--- config.mk ---
export PLATFORM = sky130hd
export DESIGN_NAME = mcs4_timing_gen
export DESIGN_NICKNAME = d
export VERILOG_FILES = /design/src/rtl/mcs4_timing_pkg.sv /design/src/rtl/mcs4_timing_gen_phase_ctr.sv /design/src/rtl/mcs4_timing_gen.sv
export SDC_FILE = /design/constraint.sdc
export NUM_CORES = 1
export LEC_CHECK = 0
export CORE_UTILIZATION = 45
export CTS_CLUSTER_DIAMETER = 150
export DETAILED_ROUTE_END_ITERATION = 6
export GPL_TIMING_DRIVEN = 0
export PLACE_DENSITY = 0.81
export SYNTH_ARGS = -nofsm -noshare
export SYNTH_HDL_FRONTEND = slang
export SYNTH_SLANG_ARGS = --single-unit
export TNS_END_PERCENT = 5
--- constraint.sdc ---
create_clock -name sysclk -period 2.2 [get_ports sysclk]
set_input_delay 0.33 -clock sysclk [delete_from_list [all_inputs] [get_ports sysclk]]
set_output_delay 0.33 -clock sysclk [all_outputs]
set_load 0.01 [all_outputs]
--- src/rtl/mcs4_timing_pkg.sv ---
// Shared definitions for the MCS-4 instruction-cycle timing generator:
// subcycle encoding, default subcycle length, refresh row width and
// small helpers for walking and decoding the subcycle sequence.
package mcs4_timing_pkg;

  localparam int unsigned SUBCYCLE_TICKS_DEFAULT = 32'd8;
  localparam int unsigned RFSH_W                 = 32'd3;

  typedef enum logic [2:0] {
    SC_A1 = 3'd0,
    SC_A2 = 3'd1,
    SC_A3 = 3'd2,
    SC_M1 = 3'd3,
    SC_M2 = 3'd4,
    SC_X1 = 3'd5,
    SC_X2 = 3'd6,
    SC_X3 = 3'd7
  } subcycle_e;

  // Successor in the A1..X3 ring; X3 returns to A1.
  function automatic subcycle_e subcycle_next(input subcycle_e sc);
    subcycle_e nxt;
    case (sc)
      SC_A1:   nxt = SC_A2;
      SC_A2:   nxt = SC_A3;
      SC_A3:   nxt = SC_M1;
      SC_M1:   nxt = SC_M2;
      SC_M2:   nxt = SC_X1;
      SC_X1:   nxt = SC_X2;
      SC_X2:   nxt = SC_X3;
      SC_X3:   nxt = SC_A1;
      default: nxt = SC_A1;
    endcase
    return nxt;
  endfunction

  // One-hot level vector, bit 0 = A1 ... bit 7 = X3.
  function automatic logic [7:0] subcycle_onehot(input subcycle_e sc);
    logic [7:0] lv;
    case (sc)
      SC_A1:   lv = 8'h01;
      SC_A2:   lv = 8'h02;
      SC_A3:   lv = 8'h04;
      SC_M1:   lv = 8'h08;
      SC_M2:   lv = 8'h10;
      SC_X1:   lv = 8'h20;
      SC_X2:   lv = 8'h40;
      SC_X3:   lv = 8'h80;
      default: lv = 8'h00;
    endcase
    return lv;
  endfunction

endpackage

--- src/rtl/mcs4_timing_gen_phase_ctr.sv ---
// Tick and subcycle counter for the MCS-4 timing generator.
// Exposes the next-state subcycle/run flag so the parent can register
// its level decode on the same edge, plus registered tick-0, mid-tick
// and end-of-cycle strobes aligned with the counter state.
import mcs4_timing_pkg::*;

module mcs4_phase_ctr #(
  parameter int unsigned SUBCYCLE_TICKS = SUBCYCLE_TICKS_DEFAULT
) (
  input  logic      sysclk,
  input  logic      poc_n,
  output logic      run_next,
  output subcycle_e sub_next,
  output logic      tick0_stb,
  output logic      mid_stb,
  output logic      wrap_stb
);

  localparam int unsigned TICK_W = $clog2(SUBCYCLE_TICKS);
  localparam logic [TICK_W-1:0] TICK_LAST = TICK_W'(SUBCYCLE_TICKS - 32'd1);
  localparam logic [TICK_W-1:0] TICK_MID  = TICK_W'(SUBCYCLE_TICKS / 32'd2);
  localparam logic [TICK_W-1:0] TICK_ONE  = {{(TICK_W-1){1'b0}}, 1'b1};

  logic [TICK_W-1:0] tick_r;
  logic [TICK_W-1:0] tick_next_s;
  subcycle_e         sub_r;
  subcycle_e         sub_next_s;
  logic              started_r;
  logic              started_next_s;
  logic              tick0_r;
  logic              mid_r;
  logic              wrap_r;

  // Next tick/subcycle: reset clears, first run edge lands on A1 tick 0.
  always_comb begin
    tick_next_s    = '0;
    sub_next_s     = SC_A1;
    started_next_s = 1'b0;
    if (!poc_n) begin
      tick_next_s    = '0;
      sub_next_s     = SC_A1;
      started_next_s = 1'b0;
    end else if (!started_r) begin
      tick_next_s    = '0;
      sub_next_s     = SC_A1;
      started_next_s = 1'b1;
    end else if (tick_r == TICK_LAST) begin
      tick_next_s    = '0;
      sub_next_s     = subcycle_next(sub_r);
      started_next_s = 1'b1;
    end else begin
      tick_next_s    = tick_r + TICK_ONE;
      sub_next_s     = sub_r;
      started_next_s = 1'b1;
    end
  end

  // Counter state and strobes, all registered from the next state.
  always_ff @(posedge sysclk) begin
    if (!poc_n) begin
      tick_r    <= '0;
      sub_r     <= SC_A1;
      started_r <= 1'b0;
      tick0_r   <= 1'b0;
      mid_r     <= 1'b0;
      wrap_r    <= 1'b0;
    end else begin
      tick_r    <= tick_next_s;
      sub_r     <= sub_next_s;
      started_r <= started_next_s;
      tick0_r   <= started_next_s & (tick_next_s == '0);
      mid_r     <= started_next_s & (tick_next_s == TICK_MID);
      wrap_r    <= started_next_s & (tick_next_s == TICK_LAST) & (sub_next_s == SC_X3);
    end
  end

  assign run_next  = started_next_s;
  assign sub_next  = sub_next_s;
  assign tick0_stb = tick0_r;
  assign mid_stb   = mid_r;
  assign wrap_stb  = wrap_r;

endmodule

--- src/rtl/mcs4_timing_gen.sv ---
// MCS-4 instruction-cycle timing generator: phase enables, subcycle
// levels A1..X3, sync, data-in gate, power-on clear and the scratchpad
// refresh row. Every output comes straight from a flop.
import mcs4_timing_pkg::*;

module mcs4_timing_gen #(
  parameter int unsigned SUBCYCLE_TICKS = SUBCYCLE_TICKS_DEFAULT,
  parameter int unsigned POC_CYCLES     = 32'd1
) (
  input  logic              sysclk,
  input  logic              poc_n,
  output logic              clk1,
  output logic              clk2,
  output logic              a12,
  output logic              a22,
  output logic              a32,
  output logic              m12,
  output logic              m22,
  output logic              x12,
  output logic              x22,
  output logic              x32,
  output logic              sync,
  output logic              gate,
  output logic              poc,
  output logic [RFSH_W-1:0] reg_rfsh
);

  localparam int unsigned PC_W = $clog2(POC_CYCLES + 32'd1);
  localparam logic [PC_W-1:0]   POC_LAST = PC_W'(POC_CYCLES - 32'd1);
  localparam logic [PC_W-1:0]   POC_SAT  = PC_W'(POC_CYCLES);
  localparam logic [PC_W-1:0]   PC_ONE   = PC_W'(32'd1);
  localparam logic [RFSH_W-1:0] RFSH_ONE = {{(RFSH_W-1){1'b0}}, 1'b1};

  logic            run_next_s;
  subcycle_e       sub_next_s;
  logic            tick0_s;
  logic            mid_s;
  logic            wrap_s;
  logic [7:0]      levels_r;
  logic [RFSH_W-1:0] rfsh_r;
  logic            poc_r;
  logic [PC_W-1:0] poc_cnt_r;

  mcs4_phase_ctr #(
    .SUBCYCLE_TICKS(SUBCYCLE_TICKS)
  ) u_phase_ctr (
    .sysclk   (sysclk),
    .poc_n    (poc_n),
    .run_next (run_next_s),
    .sub_next (sub_next_s),
    .tick0_stb(tick0_s),
    .mid_stb  (mid_s),
    .wrap_stb (wrap_s)
  );

  // Subcycle levels: one-hot of the subcycle being entered, zero when idle.
  always_ff @(posedge sysclk) begin
    if (!poc_n) begin
      levels_r <= 8'h00;
    end else if (run_next_s) begin
      levels_r <= subcycle_onehot(sub_next_s);
    end else begin
      levels_r <= 8'h00;
    end
  end

  // Refresh row and power-on clear both step on the edge leaving X3.
  always_ff @(posedge sysclk) begin
    if (!poc_n) begin
      rfsh_r    <= '0;
      poc_r     <= 1'b1;
      poc_cnt_r <= '0;
    end else if (wrap_s) begin
      rfsh_r <= rfsh_r + RFSH_ONE;
      if (poc_cnt_r == POC_LAST) begin
        poc_r     <= 1'b0;
        poc_cnt_r <= POC_SAT;
      end else if (poc_cnt_r < POC_SAT) begin
        poc_cnt_r <= poc_cnt_r + PC_ONE;
      end else begin
        poc_cnt_r <= poc_cnt_r;
      end
    end else begin
      rfsh_r    <= rfsh_r;
      poc_cnt_r <= poc_cnt_r;
    end
  end

  assign clk1     = tick0_s;
  assign gate     = tick0_s;
  assign clk2     = mid_s;
  assign a12      = levels_r[0];
  assign a22      = levels_r[1];
  assign a32      = levels_r[2];
  assign m12      = levels_r[3];
  assign m22      = levels_r[4];
  assign x12      = levels_r[5];
  assign x22      = levels_r[6];
  assign x32      = levels_r[7];
  assign sync     = levels_r[7];
  assign poc      = poc_r;
  assign reg_rfsh = rfsh_r;

endmodule

Yosys cells after proc, flatten, opt, wreduce, memory -nomap -nowiden. Memories as Yosys holds them, arrays and structs flattened. A register that Yosys moved wholly into a read port is not among the register bits. Index checks and enable logic that the tools add are counted.

Register bits after elaboration: 15. Bits in read-only memories: 88. Input port bits: 2. Output and inout bits: 16. Word-level logic and storage cells: 38. Memories: 2.

Add/sub/neg operators: 3. Magnitude comparators: 1. Eq/ne operators: 4. Multiplexer cells: 10. Bitwise gates (word level): 5. Reduce and logical (&&, ||, !) cells: 4.

Memories: (name not given) (depth 8, width 8, read ports 1, clocked after Yosys merged registers in 1, wr ports 0, RTL line mcs4_timing_pkg.sv:40) `case (sc)`; (name not given) (depth 8, width 3, read ports 1, clocked after Yosys merged registers in 1, wr ports 0, RTL line mcs4_timing_pkg.sv:23) `case (sc)`.

Operators by type and width (number): $mux 3 (7); $eq 3x3->1 const B (4); $add 3x1->3 const B (2); $and 1x1->1 (4); $reduce_and 2->1 (2); $logic_not 3->1 (1); $mux 1 (3); $add 1x1->1 const B (1); $logic_not 1->1 (1); $lt 1x1->1 const B (1); $not 1->1 (1).

Longest topological paths before layout.
Depth after elaboration: 7. Depth in mapped cells: 8. Gate-level depth less buffers: 8.

Modules after synthesis. From an unflattened synthesis, not the netlist that was laid out.

Cell total of the unflattened synthesis: 84. Area, all modules: 918.4 µm².

Modules (own cells, without submodules): mcs4_phase_ctr (times used 1, cells each 43, area each 490.5 µm², sequential area each 260.2 µm²); mcs4_timing_gen (times used 1, cells each 41, area each 427.9 µm², sequential area each 260.2 µm²).

Worst setup path after synthesis. Ideal clock, no wire load.

Path type: register to register. Start: register u_phase_ctr.tick_r[0]. End: register (tool-made name). Setup time: 0.125 ns. Data arrival time: 1.607 ns. Required time: 2.075 ns. Slack: 0.468 ns. Cell stages (with the launch flop): 9. Path buffers: 1. Period minus slack after synthesis: 1.732 ns. Path through: dfxtp_1 > ha_1 > ha_1 > mux2_1 > and2b_1 > buf_6 > ha_1 > o21ai_0 > o21ai_1.

RTL lines: start: declaration (RTL line mcs4_timing_gen_phase_ctr.sv:24) `logic [TICK_W-1:0] tick_r;`; start signal: assignment (RTL line mcs4_timing_gen_phase_ctr.sv:68) `tick_r <= tick_next_s;`.

==> summary.md <==
| Metric | Value |
|---|---|
| Post-CTS Hold Fix Bufs | 0 |
| CP cell instances | ha_1 > ha_1 > mux2_1 > and2b_1 > buf_6 > ha_1 > o21ai_0 > o21ai_1 |
| Area of the multi-input gates | 332 um2 |
| Pre-antenna DRT Iters | 5 |
| Antenna diode count | 0 |
| DIE AREA | ~2200 um2 |
| Final period util | 0.866 |
| VDD IR max | 0.684 mV |
| Ys async rst share | 0 |
| Cts repair resizes | 0 |
| Vias in the first global route | 550 |
| Die X | 47.1 um |
| Fmax | about 0.53 GHz |
| Global-route wire length before repair | 2300 um |
| Worst slew pin tran | 407 ps |
| Final setup viols | 0 |
| Slew headroom | 0.726 |
| Dpl hpwl | roughly 1100 um |
| Status | complete, no violations |
| GRT Util Overall | 0.154 |
| Flops & latches, synth | 26 |
| Synth Net Count | 87 |
| Clock Tree Buf Depth | 2 |
| Final min period | 1900 ps |
| Max stage delay cell, worst path | dfxtp_1 |
| R2R depth | 8 |
| Clock Sinks | 26 |
| Max Slew Vio Count | 0 |
| Critical path depth | 8 |
| PnR worst setup slack | just under 300 ps |
| Most frequent cell after synthesis | dfxtp_1 |
| CP endpoint kind | flop |
| GR Overflow Total | 0 |
| CTS H-tree lvls | 1 |
| Setup bufs post-CTS | 0 |
| Largest net degree at the start of global routing | 16 |
| Hold WC Path Type | reg2reg |
| Critical path peak fanout | 7 |
| Wire per inst | 11.2 um |
| Routability cong. | 0.730 |
| CP peak stage delay | 370 ps |
| Root buffer cell | clkbuf_4 |
| Initial antenna violation count | 0 |
| Most frequent CP cell | ha_1 |
| Layout cells sized above 1 | 0.129 |
| Final Total Pwr | 0.824 mW |
| I/O pin count | 18 |
| EDFF count, synth | 0 |
| Maximum capacitance violations | 0 |
| Worst-path clk slew | 140 ps |
| Later-pin clock latency in the skew report | 320 ps |
| Hold Path Cell Cnt | 2 |
| Predominant post-synthesis flop cell | dfxtp_1 |
| R2R Setup Slk | roughly 300 ps |
| Sum of buffers and inverters on the critical path | 1 |
| Post-Place Worst Slack | around 170 ps |
| Fill count | 158 |
| Cts bufs inserted | 3 |
| Area contributors post-synth | dfxtp_1 (57%), ha_1 (6.8%), nor3_1 (4.4%), nor4_4 (2.3%), mux2i_1 (2.2%) |
| CP delay by family, top | adder cells |
| Endpoints failing hold | 0 |
| Vias per cell | 4.78 |
| CTS tree | yes |
| Synth cell count leaders | dfxtp_1 (26), nor3_1 (8), ha_1 (5) |
| PD cells | roughly 700 nW/um2 |
| Nets@finish | 109 |
| Cell Area, Synth | ~900 um2 |
| Rows | 15 |
| Post-synthesis instance total | 80 |
| Element type at the critical path start | flop |
| Iteration-0 DRC Markers | 2 |
| DRT antenna net count | 0 |
| Setup CP Type | reg2reg |
| Post-Route WL | 1410 um |
| Top cell type's share of synthesized area | 0.569 |
| Sum Neg Setup Slack | 0 ps |
| RSZ-0062 raised after global routing | false |
| Post-synthesis sequential area ratio | 0.569 |
| Worst path arrival time | 2120 ps |
| Die span in y | between 40 and 50 um |
| Yosys Warn Count | 0 |
| Post-synth top area cell | dfxtp_1 |
| Flip-flop and latch area | 520 um2 |
| Starting density of the core | 0.502 |
| DRC | 0 |
| Area grow syn2layout | 27.8% |
| Core Region | 1820 um2 |
| Synth cell types | 29 |
| Worst clock skew | 12.4 ps |
| Vias | 602 |
| Mapped Avg Cell Area | 11.4 um2 |
| Port Buf Inserts | 17 |
| Worst Path Required | 2420 ps |
| LEAKAGE | 0.517 nW |
-- where the power goes --
group          internal, mW  switching, mW  total, mW
clock network         0.184          0.132      0.316
logic                0.0156         0.0126     0.0282
registers             0.476        0.00302      0.479
-- layout by cell type (no fill, tap or decap) --
cell type and instances:
and2_1 2, and2b_1 2, and3_1 2, and3b_1 1
buf_4 2, buf_6 1, bufinv_16 1, clkbuf_1 3
clkbuf_4 3, clkdlybuf4s50_1 17, dfxtp_1 26, ha_1 5
inv_1 4, inv_2 1, inv_4 1, mux2_1 1
mux2_2 1, mux2i_1 2, nand2_1 3, nand3_2 1
nand4b_1 1, nor2b_1 2, nor3_1 8, nor3b_1 1
nor4_4 1, nor4b_2 1, o21a_1 1, o21ai_0 3
o21ai_1 1, or2_1 1, xnor2_1 1, xor2_1 1
-- path summary, 6_finish.rpt --
path,start,end
worst min register to register,poc,poc
worst max-delay path,u_phase_ctr.tick_r[0],flop
worst max register to register,u_phase_ctr.tick_r[0],flop
worst min-delay path,poc,poc
-- cell families (layout without fill, tap and decap cells) --
| group | Yosys count | in the layout | share of synthesized area |
|---|---|---|---|
| AND/OR/NAND/NOR | 26 | 26 | 0.198 |
| buffers and inverters | 12 | 33 | 0.0684 |
| AO/OA/AOI/OAI | 5 | 5 | 0.0301 |
| flip-flops | 26 | 26 | 0.569 |
| XOR/XNOR | 2 | 2 | 0.0192 |
| adder cells (fa/ha/maj) | 5 | 5 | 0.0684 |
| multiplexers | 4 | 4 | 0.0465 |
-- metal layers --
| metal | share of wire | GRT usage |
|---|---|---|
| met1 | 0.42 | 0.176 |
| met2 | 0.54 | 0.264 |
| met3 | 0.035 | 0.0577 |
| met4 | 0.0092 | 0.0514 |
| met5 | 0 | 0 |
-- area by class of cell --
| type | count | share of cell area |
|---|---|---|
| flip-flops and latches | 26 | 0.445 |
| multi-input cells | 42 | 0.284 |
| repair buffers | 17 | 0.146 |
| plain buffers | 6 | 0.0321 |
| well taps | 25 | 0.0268 |
| clock inverters | 1 | 0.0257 |
| inverters | 6 | 0.0214 |
| clock buffers | 3 | 0.0193 |
-- through the flow --
| step | util | hold slack [ps] | cell area, um2 | cells |
|---|---|---|---|---|
| after global placement | 0.613 | 441 | 1120 | 122 |
| after detailed placement | 0.613 | 452 | 1120 | 122 |
| after floorplan | - | 420 | 915 | 80 |
| after global routing | 0.642 | 494 | 1170 | 126 |
| after CTS | 0.642 | 479 | 1170 | 126 |
| final | 0.642 | 473 | 1170 | 126 |
-- worst reg2reg max path, cell delays in order, from the launching register on --
cell     delay (ps)
dfxtp_1         370
ha_1            180
ha_1            260
mux2_1          360
and2b_1         180
buf_6           140
ha_1            200
o21ai_0          70
o21ai_1          80
No activity file was read; power rests on OpenSTA's default activity.
